<file path="config.mk">
export PLATFORM = sky130hd
export DESIGN_NAME = alu_seq
export DESIGN_NICKNAME = d
export VERILOG_FILES = /design/src/rtl/alu_seq.sv
export SDC_FILE = /design/constraint.sdc
export NUM_CORES = 1
export LEC_CHECK = 0
export ABC_AREA = 1
export BUFFER_PORTS_ARGS = -buffer_cell sky130_fd_sc_hd__buf_2
export CAP_MARGIN = 20
export CORE_UTILIZATION = 60
export DETAILED_ROUTE_END_ITERATION = 8
export PLACE_DENSITY = 0.81
export REMOVE_ABC_BUFFERS = 1
export SYNTH_ARGS = -nofsm -noshare
export SYNTH_HDL_FRONTEND = slang
export SYNTH_SLANG_ARGS = --single-unit
</file>
<file path="constraint.sdc">
create_clock -name clk -period 3 [get_ports clk]
set_input_delay 0.3 -clock clk [delete_from_list [all_inputs] [get_ports clk]]
set_output_delay 0.3 -clock clk [all_outputs]
set_load 0.005 [all_outputs]
</file>
<file path="src/rtl/alu_seq.sv">
// rtl/alu_seq.sv - registered ALU with persistent flags, valid/ready handshake and multi-cycle shift/multiply
//
// Purpose:
//   Registers one operation per handshake and produces a result plus C/Z/N/V
//   flags that are held until the next completion. Most operations finish in a
//   single cycle. Shift-by-N moves one bit per cycle. op 15 is either an
//   iterative shift-add multiplier or an arithmetic shift right.
//
// Configuration macro:
//   ALU_MUL_EN  defined   : op 15 = MUL (unsigned shift-add, WIDTH cycles)
//               undefined : op 15 = ASR by b[SHW-1:0], no multiplier hardware
//
// Ports:
//   clk        in   1      clock, all logic on posedge
//   reset      in   1      synchronous active-high reset
//   in_valid   in   1      op/a/b valid this cycle
//   in_ready   out  1      high only when idle
//   op         in   4      operation code
//   a          in   WIDTH  operand A
//   b          in   WIDTH  operand B / shift amount in b[SHW-1:0]
//   out_valid  out  1      one-cycle pulse when result/flags update
//   result     out  WIDTH  last completed result
//   flag_c     out  1      carry / borrow / last bit shifted out
//   flag_z     out  1      result == 0
//   flag_n     out  1      result msb
//   flag_v     out  1      signed overflow

module alu_seq #(
  parameter int WIDTH = 8
) (
  input  logic             clk,
  input  logic             reset,
  input  logic             in_valid,
  output logic             in_ready,
  input  logic [3:0]       op,
  input  logic [WIDTH-1:0] a,
  input  logic [WIDTH-1:0] b,
  output logic             out_valid,
  output logic [WIDTH-1:0] result,
  output logic             flag_c,
  output logic             flag_z,
  output logic             flag_n,
  output logic             flag_v
);

  localparam int SHW = $clog2(WIDTH);
  // One extra bit so the multiplier step count (WIDTH) fits.
  localparam int CW  = SHW + 1;

  localparam logic [3:0] OP_ADD  = 4'd0;
  localparam logic [3:0] OP_ADC  = 4'd1;
  localparam logic [3:0] OP_SUB  = 4'd2;
  localparam logic [3:0] OP_SBC  = 4'd3;
  localparam logic [3:0] OP_OR   = 4'd4;
  localparam logic [3:0] OP_AND  = 4'd5;
  localparam logic [3:0] OP_NOT  = 4'd6;
  localparam logic [3:0] OP_XOR  = 4'd7;
  localparam logic [3:0] OP_PASA = 4'd8;
  localparam logic [3:0] OP_PASB = 4'd9;
  localparam logic [3:0] OP_NEG  = 4'd10;
  localparam logic [3:0] OP_CMP  = 4'd11;
  localparam logic [3:0] OP_SHL  = 4'd12;
  localparam logic [3:0] OP_SHR  = 4'd13;
  localparam logic [3:0] OP_ROLC = 4'd14;
  localparam logic [3:0] OP_15   = 4'd15;

  localparam logic [WIDTH-1:0] MSB_ONLY = {1'b1, {(WIDTH-1){1'b0}}};

  typedef enum logic [1:0] {
    S_IDLE  = 2'd0,
    S_SHIFT = 2'd1
`ifdef ALU_MUL_EN
    , S_MUL = 2'd2
`endif
  } state_t;

  state_t state, state_next;

  // Operation context captured at accept for the multi-cycle paths.
  logic [3:0]       op_q;
  logic [WIDTH-1:0] work_a;   // shift register, or product high half for MUL
  logic [CW-1:0]    cnt;      // remaining steps

`ifdef ALU_MUL_EN
  logic [WIDTH-1:0] work_b;   // product low half, multiplier bits shift out of bit 0
  logic [WIDTH-1:0] mcand;
  logic [WIDTH:0]   mul_sum;
  logic [WIDTH-1:0] mul_hi_next;
  logic [WIDTH-1:0] mul_lo_next;
`endif

  logic           accept;
  logic [SHW-1:0] s_in;
  logic           shift_op;

  assign in_ready = (state == S_IDLE);
  assign accept   = in_valid && in_ready;
  assign s_in     = b[SHW-1:0];

`ifdef ALU_MUL_EN
  assign shift_op = (op == OP_SHL) || (op == OP_SHR);
`else
  assign shift_op = (op == OP_SHL) || (op == OP_SHR) || (op == OP_15);
`endif

  // ---------------------------------------------------------------------------
  // Single-cycle datapath, evaluated straight from the accepted inputs.
  // ---------------------------------------------------------------------------
  logic             add_cin;
  logic             sub_bin;
  logic [WIDTH:0]   add_sum;
  logic [WIDTH:0]   sub_diff;
  logic             add_v;
  logic             sub_v;
  logic [WIDTH-1:0] alu_r;
  logic             alu_c;
  logic             alu_v;

  always_comb begin
    add_cin  = (op == OP_ADC) ? flag_c : 1'b0;
    sub_bin  = (op == OP_SBC) ? flag_c : 1'b0;
    add_sum  = {1'b0, a} + {1'b0, b} + {{WIDTH{1'b0}}, add_cin};
    // A negative WIDTH+1 bit difference sets the top bit: that is the borrow.
    sub_diff = {1'b0, a} - {1'b0, b} - {{WIDTH{1'b0}}, sub_bin};
    add_v    = (a[WIDTH-1] == b[WIDTH-1]) && (add_sum[WIDTH-1] != a[WIDTH-1]);
    sub_v    = (a[WIDTH-1] != b[WIDTH-1]) && (sub_diff[WIDTH-1] != a[WIDTH-1]);

    // Default covers shifts by zero: pass a through with C=0.
    alu_r = a;
    alu_c = 1'b0;
    alu_v = 1'b0;
    case (op)
      OP_ADD, OP_ADC: begin
        alu_r = add_sum[WIDTH-1:0];
        alu_c = add_sum[WIDTH];
        alu_v = add_v;
      end
      OP_SUB, OP_SBC: begin
        alu_r = sub_diff[WIDTH-1:0];
        alu_c = sub_diff[WIDTH];
        alu_v = sub_v;
      end
      OP_OR:   alu_r = a | b;
      OP_AND:  alu_r = a & b;
      OP_NOT:  alu_r = ~a;
      OP_XOR:  alu_r = a ^ b;
      OP_PASA: alu_r = a;
      OP_PASB: alu_r = b;
      OP_NEG: begin
        alu_r = -a;
        alu_c = |a;
        alu_v = (a == MSB_ONLY);
      end
      OP_CMP: begin
        if (sub_diff[WIDTH])
          alu_r = {WIDTH{1'b1}};
        else if (a == b)
          alu_r = {WIDTH{1'b0}};
        else
          alu_r = {{(WIDTH-1){1'b0}}, 1'b1};
        alu_c = sub_diff[WIDTH];
        alu_v = sub_v;
      end
      OP_ROLC: begin
        alu_r = {a[WIDTH-2:0], flag_c};
        alu_c = a[WIDTH-1];
      end
      default: begin
        alu_r = a;
        alu_c = 1'b0;
        alu_v = 1'b0;
      end
    endcase
  end

  // ---------------------------------------------------------------------------
  // One shift step on the captured value; sh_out is the bit leaving.
  // ---------------------------------------------------------------------------
  logic [WIDTH-1:0] sh_next;
  logic             sh_out;

  always_comb begin
    sh_next = work_a;
    sh_out  = 1'b0;
    case (op_q)
      OP_SHL: begin
        sh_out  = work_a[WIDTH-1];
        sh_next = {work_a[WIDTH-2:0], 1'b0};
      end
      OP_SHR: begin
        sh_out  = work_a[0];
        sh_next = {1'b0, work_a[WIDTH-1:1]};
      end
      default: begin
        // Arithmetic right shift: sign bit replicates.
        sh_out  = work_a[0];
        sh_next = {work_a[WIDTH-1], work_a[WIDTH-1:1]};
      end
    endcase
  end

`ifdef ALU_MUL_EN
  // Right-shifting shift-add: conditionally add the multiplicand into the high
  // half, then shift the {carry, high, low} product right by one.
  always_comb begin
    mul_sum     = {1'b0, work_a} + (work_b[0] ? {1'b0, mcand} : {(WIDTH+1){1'b0}});
    mul_hi_next = mul_sum[WIDTH:1];
    mul_lo_next = {mul_sum[0], work_b[WIDTH-1:1]};
  end
`endif

  // ---------------------------------------------------------------------------
  // FSM
  // ---------------------------------------------------------------------------
  logic             done;
  logic [WIDTH-1:0] done_r;
  logic             done_c;
  logic             done_v;
  logic             load_shift;
  logic             load_mul;

  always_ff @(posedge clk) begin
    if (reset)
      state <= S_IDLE;
    else
      state <= state_next;
  end

  always_comb begin
    state_next = state;
    done       = 1'b0;
    done_r     = alu_r;
    done_c     = alu_c;
    done_v     = alu_v;
    load_shift = 1'b0;
    load_mul   = 1'b0;
    case (state)
      S_IDLE: begin
        if (accept) begin
          if (shift_op && (s_in != '0)) begin
            load_shift = 1'b1;
            state_next = S_SHIFT;
          end
`ifdef ALU_MUL_EN
          else if (op == OP_15) begin
            load_mul   = 1'b1;
            state_next = S_MUL;
          end
`endif
          else begin
            done = 1'b1;
          end
        end
      end
      S_SHIFT: begin
        if (cnt == CW'(1)) begin
          done       = 1'b1;
          done_r     = sh_next;
          done_c     = sh_out;
          done_v     = 1'b0;
          state_next = S_IDLE;
        end
      end
`ifdef ALU_MUL_EN
      S_MUL: begin
        if (cnt == CW'(1)) begin
          done       = 1'b1;
          done_r     = mul_lo_next;
          done_c     = (mul_hi_next != '0);
          done_v     = (mul_hi_next != '0);
          state_next = S_IDLE;
        end
      end
`endif
      default: state_next = S_IDLE;
    endcase
  end

  // ---------------------------------------------------------------------------
  // Datapath and output registers
  // ---------------------------------------------------------------------------
  always_ff @(posedge clk) begin
    if (reset) begin
      op_q      <= '0;
      work_a    <= '0;
      cnt       <= '0;
      out_valid <= 1'b0;
      result    <= '0;
      flag_c    <= 1'b0;
      flag_z    <= 1'b0;
      flag_n    <= 1'b0;
      flag_v    <= 1'b0;
`ifdef ALU_MUL_EN
      work_b    <= '0;
      mcand     <= '0;
`endif
    end else begin
      out_valid <= done;
      if (done) begin
        result <= done_r;
        flag_c <= done_c;
        flag_z <= (done_r == '0);
        flag_n <= done_r[WIDTH-1];
        flag_v <= done_v;
      end

      if (load_shift) begin
        op_q   <= op;
        work_a <= a;
        cnt    <= CW'(s_in);
      end else if (state == S_SHIFT) begin
        work_a <= sh_next;
        cnt    <= cnt - CW'(1);
      end

`ifdef ALU_MUL_EN
      if (load_mul) begin
        op_q   <= op;
        work_a <= '0;
        work_b <= b;
        mcand  <= a;
        cnt    <= CW'(WIDTH);
      end else if (state == S_MUL) begin
        work_a <= mul_hi_next;
        work_b <= mul_lo_next;
        cnt    <= cnt - CW'(1);
      end
`endif
    end
  end

  // Without the multiplier there is no MUL load path.
  logic unused_ok;
  assign unused_ok = load_mul;

endmodule

</file>
== After elaboration in Yosys (flattened, before gate mapping) ==
Index checks and enable logic that the tools add are counted.
W data, S select, Z words.

* Input port bits: 23
* Register bits: 31
* Output and inout port bits: 14
* Word-level logic and storage cells: 95

* Bitwise logic cells: 4
* Eq/ne operators: 27
* Add/subtract/negate cells: 6
* Muxes and demuxes: 30
* Reductions and logical operators: 17

{| class="wikitable"
|+ Operators with widths
! operator !! number
|-
| $pmux W8 S10 || 1
|-
| $mux W8 || 5
|-
| $eq A4 B4 Y1 const B || 9
|-
| $eq A4 B3 Y1 const B || 4
|-
| $pmux W8 S2 || 1
|-
| $mux W1 || 14
|-
| $add A8 B8 Y9 || 1
|-
| $add A9 B1 Y9 || 1
|-
| $sub A8 B8 Y9 || 1
|-
| $sub A9 B1 Y9 || 1
|-
| $and A8 B8 Y8 || 1
|-
| $eq A4 B1 Y1 const B || 2
|-
| $eq A4 B2 Y1 const B || 2
|-
| $eq A8 B8 Y1 || 1
|-
| $eq A8 B8 Y1 const B || 1
|-
| $logic_not A8 Y1 || 1
|-
| $neg A8 Y8 || 1
|-
| $not A8 Y8 || 1
|-
| $or A8 B8 Y8 || 1
|-
| $reduce_or A8 Y1 || 1
|-
| $xor A8 B8 Y8 || 1
|-
| $mux W2 || 3
|-
| $mux W3 || 2
|-
| $reduce_or A2 Y1 || 3
|-
| other kinds (18) || 25
|}

== Longest topological paths before layout ==
* Word-level depth: 8
* Depth in mapped cells: 20
* Depth with buffers taken out: 19

== Least setup slack after synthesis ==
OpenSTA, ideal clock, no wires.

* Kind: input to register
* Start point: input port op[2]
* End point: register flag_z
* Path buffers: 0
* Stages: 17
* Arrival: 2549 ps
* Setup time: 71 ps
* Required time: 2929 ps
* Slack: 380 ps
* Cells stage by stage: nor2_1 > nand4_1 > fa_1 > fa_1 > nand3_1 > nand2_1 > nand2_1 > nand3_1 > nand3_1 > nand2_1 > nor2_1 > nand2_1 > nand2_1 > nand2_1 > inv_1 > nand4_1 > a21oi_1

* Cells in the longest elaborated chain, start to end: 8
* Elaborated cells between the ends (all ways): 32
* Classes of those cells: add/sub: 2; eq/ne: 14; mux: 9; reduce/logical: 7

{| class="wikitable"
|+ RTL lines
! what !! RTL line !! text
|-
| start: declaration || 35 || <nowiki>input logic [3:0] op,</nowiki>
|-
| $eq A4 B2 Y1 || 121, 132 ||
|-
| $mux W1 || 121 || <nowiki>sub_bin = (op == OP_SBC) ? flag_c : 1'b0;</nowiki>
|-
| $sub A9 B1 Y9 || 124 || <nowiki>sub_diff = {1'b0, a} - {1'b0, b} - {{WIDTH{1'b0}}, sub_bin};</nowiki>
|-
| $mux W8 || 155 || <nowiki>if (sub_diff[WIDTH])</nowiki>
|-
| $pmux W8 S10 || 132 || <nowiki>case (op)</nowiki>
|-
| $mux W8 || 256 || <nowiki>if (cnt == CW'(1)) begin</nowiki>
|-
| $mux W8 || 237 || <nowiki>case (state)</nowiki>
|-
| $logic_not A8 Y1 || 302 || <nowiki>flag_z <= (done_r == '0);</nowiki>
|-
| end signal: assignment || 302 ||
|-
| end: declaration || 41 || <nowiki>output logic flag_z,</nowiki>
|}

Parallel ways exist; a longest one is shown, timed or not.
A chain may end at the register's enable or synchronous reset.

== Worst setup path after layout ==
* Start point: register flag_c
* End point: register flag_z

* Cells in the longest elaborated chain, start to end: 7
* Elaborated cells between the ends (all ways): 9
* Classes of those cells: add/sub: 2; mux: 6; reduce/logical: 1

{| class="wikitable"
|+ RTL lines
! what !! RTL line !! text
|-
| start: declaration || 40 || <nowiki>output logic flag_c,</nowiki>
|-
| start signal: assignment || 301 || <nowiki>flag_c <= done_c;</nowiki>
|-
| $mux W1 || 121 ||
|-
| $sub A9 B1 Y9 || 124 ||
|-
| $mux W8 || 155 ||
|-
| $pmux W8 S10 (*) || 132 ||
|-
| $mux W8 || 256 ||
|-
| $mux W8 (*) || 237 ||
|-
| $logic_not A8 Y1 (*) || 302 ||
|}

Mark *: on every way between the ends. The rest lies on a longest branch, timed or not.

==> metrics.yaml <==
run_status: "finished, final reports clean"
critical_path.n_buffers_inverters: 0
wire_length_of_the_first_global_routing_pass_mm: 18.00
post_synthesis_instance_area_sq_um: 3379
fin_cells: 699
worst-endpoint-arrival_ns: 3.00
power_per_cell_area_nw_per_um2: 334.0
timing_hold_violations_final: 0
crit_path_start_kind: "flop"
pin_count_of_the_biggest_net_entering_global_routing: 21
clock.fmax_ghz: 0.3607
mostFrequentLayoutCells: "nand2_1, inv_1, nor2_1, nand3_1, buf_2"
cts.sinks: 29
worst_hold_path_type: "in2reg"
timing.clock.skew_ns: 0.004654
yosys.cell_types.count: 37
num_vias: 4103
worst_setup_path_end_kind: "flop"
ys.warnings.count: 0
maxCapViolations: 0
remaining_drc_errors: 0
placement.io_buffers: 36
gp_routability_congestion: 1.055
antenna-diode-count: 0
rows: 26
final_min_period_over_clock_period_pct: 92.43
cp_slowest_cell: "fa_1"
worst_ir_drop_vdd_mv: 0.3059
syn_to_final_growth_pct: 12.07
clk_path_buf_depth: 2
core_region_area_sq_um: 5270
die_footprint_sq_um: 5937
max_slew_margin_pct: 50.03
path_common_cell: "nand2_1"
grt_pass1_vias: 3716
pin_count: 37
routed_wl_mm: 11.04
worst_skew_pair.late_latency_ns: 0.29
initial_cell_density_of_the_core_pct: 64.13
setup.worst_path.class: "reg2reg"
mean_number_of_vias_per_cell: 5.870
p_leak_nw: 1.999
detail_route.iter0.violations: 566
avgSynthCellArea_sq_um: 5.827
layout.nets: 688
antenna_found_initial: 0
unrepaired_setup_endpoints_after_global_routing: "no"
netlist_instances: 580
ant_nets: 0
cts_setup_buffers: 0
setup-tns-final_ns: 0
die_w_microns: 77.05
synth-seq-cells: 29
tightestPinTransition_ns: 0.7468
tritoncts: "yes"
clk_pin_slew_ns: 0.06
period_needed_ns: 2.773
mostFrequentLayoutCell: "nand2_1"
maxSlewViolCount: 0
place.detailed.instances: 691
preCtsSetupSlack_ns: 0.08124
holdWs_ns: 0.3104
cts_hold_buffers: 0
h-tree-depth: 2
drive_gt1_share_pct: 11.45
aggregate_global_routing_overflow: 0
tritoncts.num_buffers: 5
finalWorstSetupSlack_ns: 0.2272
hpwl_mm: 8.594
seq_area_frac_synth_pct: 17.18
slowest_delay_ns: 0.44
fillers: 462
wire_per_inst_microns: 15.79
cp_cell_sequence: "nand4_1 > fa_1 > fa_1 > nand3_1 > nand2_1 > nand2_1 > nand3_1 > nand3_2 > nand3_1 > nor2_1 > nand2_1 > nand2_1 > nand4_1 > a21oi_1"
fp.dieH_microns: 77.05
path_delay_family: "simple AND/OR/NAND/NOR gates"
critical_path_rt_ns: 3.23
setup_viol: 0
first_pass_detailed_route_iteration_total: 6
grt_use_total_pct: 38.71
path_max_fanout: 8
clock-root-buffer: "clkbuf_8"
## worst register-to-register path, cell delays in order, from the launching register on
cell	delay, ns
dfxtp_2	0.39
nand4_1	0.13
fa_1	0.43
fa_1	0.44
nand3_1	0.14
nand2_1	0.10
nand2_1	0.10
nand3_1	0.11
nand3_2	0.19
nand3_1	0.10
nor2_1	0.15
nand2_1	0.08
nand2_1	0.10
nand4_1	0.13
a21oi_1	0.13
## registers in the layout, summed over array words and instances, names as in the netlist
name	count
result	8
work_a	8
flag_z	1
state	1
flag_v	1
cnt	4
flag_c	1
op_q	4
out_valid	1
## cells in the mapped netlist
master,instances,area (sq um)
ha_1,33,412.9
buf_4,1,7.510
buf_2,3,15.01
clkinv_1,1,3.750
xor2_1,1,8.760
dfxtp_1,29,580.6
o21ai_2,1,8.760
a221oi_1,1,8.760
inv_2,2,7.510
nor2_4,1,11.26
o21ai_0,30,150.1
a31oi_1,3,18.77
o21a_1,3,22.52
or2_2,1,6.260
mux2i_1,1,10.01
fa_1,4,80.08
nor2_2,4,25.02
nor2_1,77,289.0
nor3_1,2,10.01
o22ai_1,6,37.54
or2_1,1,6.260
nand3b_1,9,67.56
clkbuf_1,5,18.77
o21bai_1,1,7.510
nand2_2,2,12.51
nand3_1,55,275.3
inv_1,81,304.0
o221ai_1,2,17.52
a21oi_1,34,170.2
nand2_1,163,611.8
clkbuf_8,2,27.53
o211ai_1,4,30.03
o31ai_1,1,7.510
a211oi_1,1,7.510
o311ai_0,1,8.760
xnor2_1,2,17.52
nand4_1,12,75.07
## what timing repair did
action,4_1_cts,5_1_grt
hold endpoints to repair,0,0
endpoints found under the setup margin,0,3
resized for setup,0,3
## cell type report
class	instances	area (sq um)	area share, %
Timing Repair Buffer	52	300.3	7.929
Tap cell	70	87.58	2.313
Clock inverter	2	10.01	0.2643
Inverter	84	315.3	8.325
Multi-Input combinational cell	456	2420	63.89
Clock buffer	6	72.57	1.916
Sequential cell	29	581.8	15.36
## metal layers
metal  routed length (microns)  share of wire (%)  GRT usage (%)
met2                      4654                 42          60.00
met5                         0                  0              0
met3                      1385                 13          8.690
met4                       467                4.2          15.28
met1                      4532                 41          51.90
## power breakdown
| group | internal, mW | switching, mW | total (mW) |
|---|---|---|---|
| Clock | 0.160 | 0.156 | 0.317 |
| Sequential | 0.411 | 0.0158 | 0.427 |
| Combinational | 0.183 | 0.339 | 0.522 |
## kinds of logic (layout without fill, tap and decap cells)
logic type | Yosys count | in the layout | share of synthesized area, %
multiplexers | 1 | 1 | 0.2962
adder cells (fa/ha/maj) | 37 | 37 | 14.59
XOR/XNOR | 3 | 3 | 0.7776
flip-flops | 29 | 29 | 17.18
AND/OR/NAND/NOR | 327 | 327 | 41.13
AO/OA/AOI/OAI | 88 | 88 | 14.66
buffers and inverters | 95 | 144 | 11.37
## per-stage QoR
stage	utilization, %	power [mW]	cell area [sq um]
finish	71.87	1.265	3787
global route	71.87	1.337	3787
CTS	71.75	1.240	3781
detailed placement	70.18	0.9320	3699
global placement	70.18	0.9223	3699
floorplan	-	0.7596	3311
## path summary, 6_finish.rpt
path	end	cells past startpoint	slack [ns]	from
hold / removal	flag_v	2	0.31	reset
setup reg to reg	flag_z	14	0.23	flag_c
hold reg to reg	flag_v	2	0.47	flag_v
setup / recovery	flag_z	14	0.23	flag_c
No activity file was read; power rests on OpenSTA's default activity.
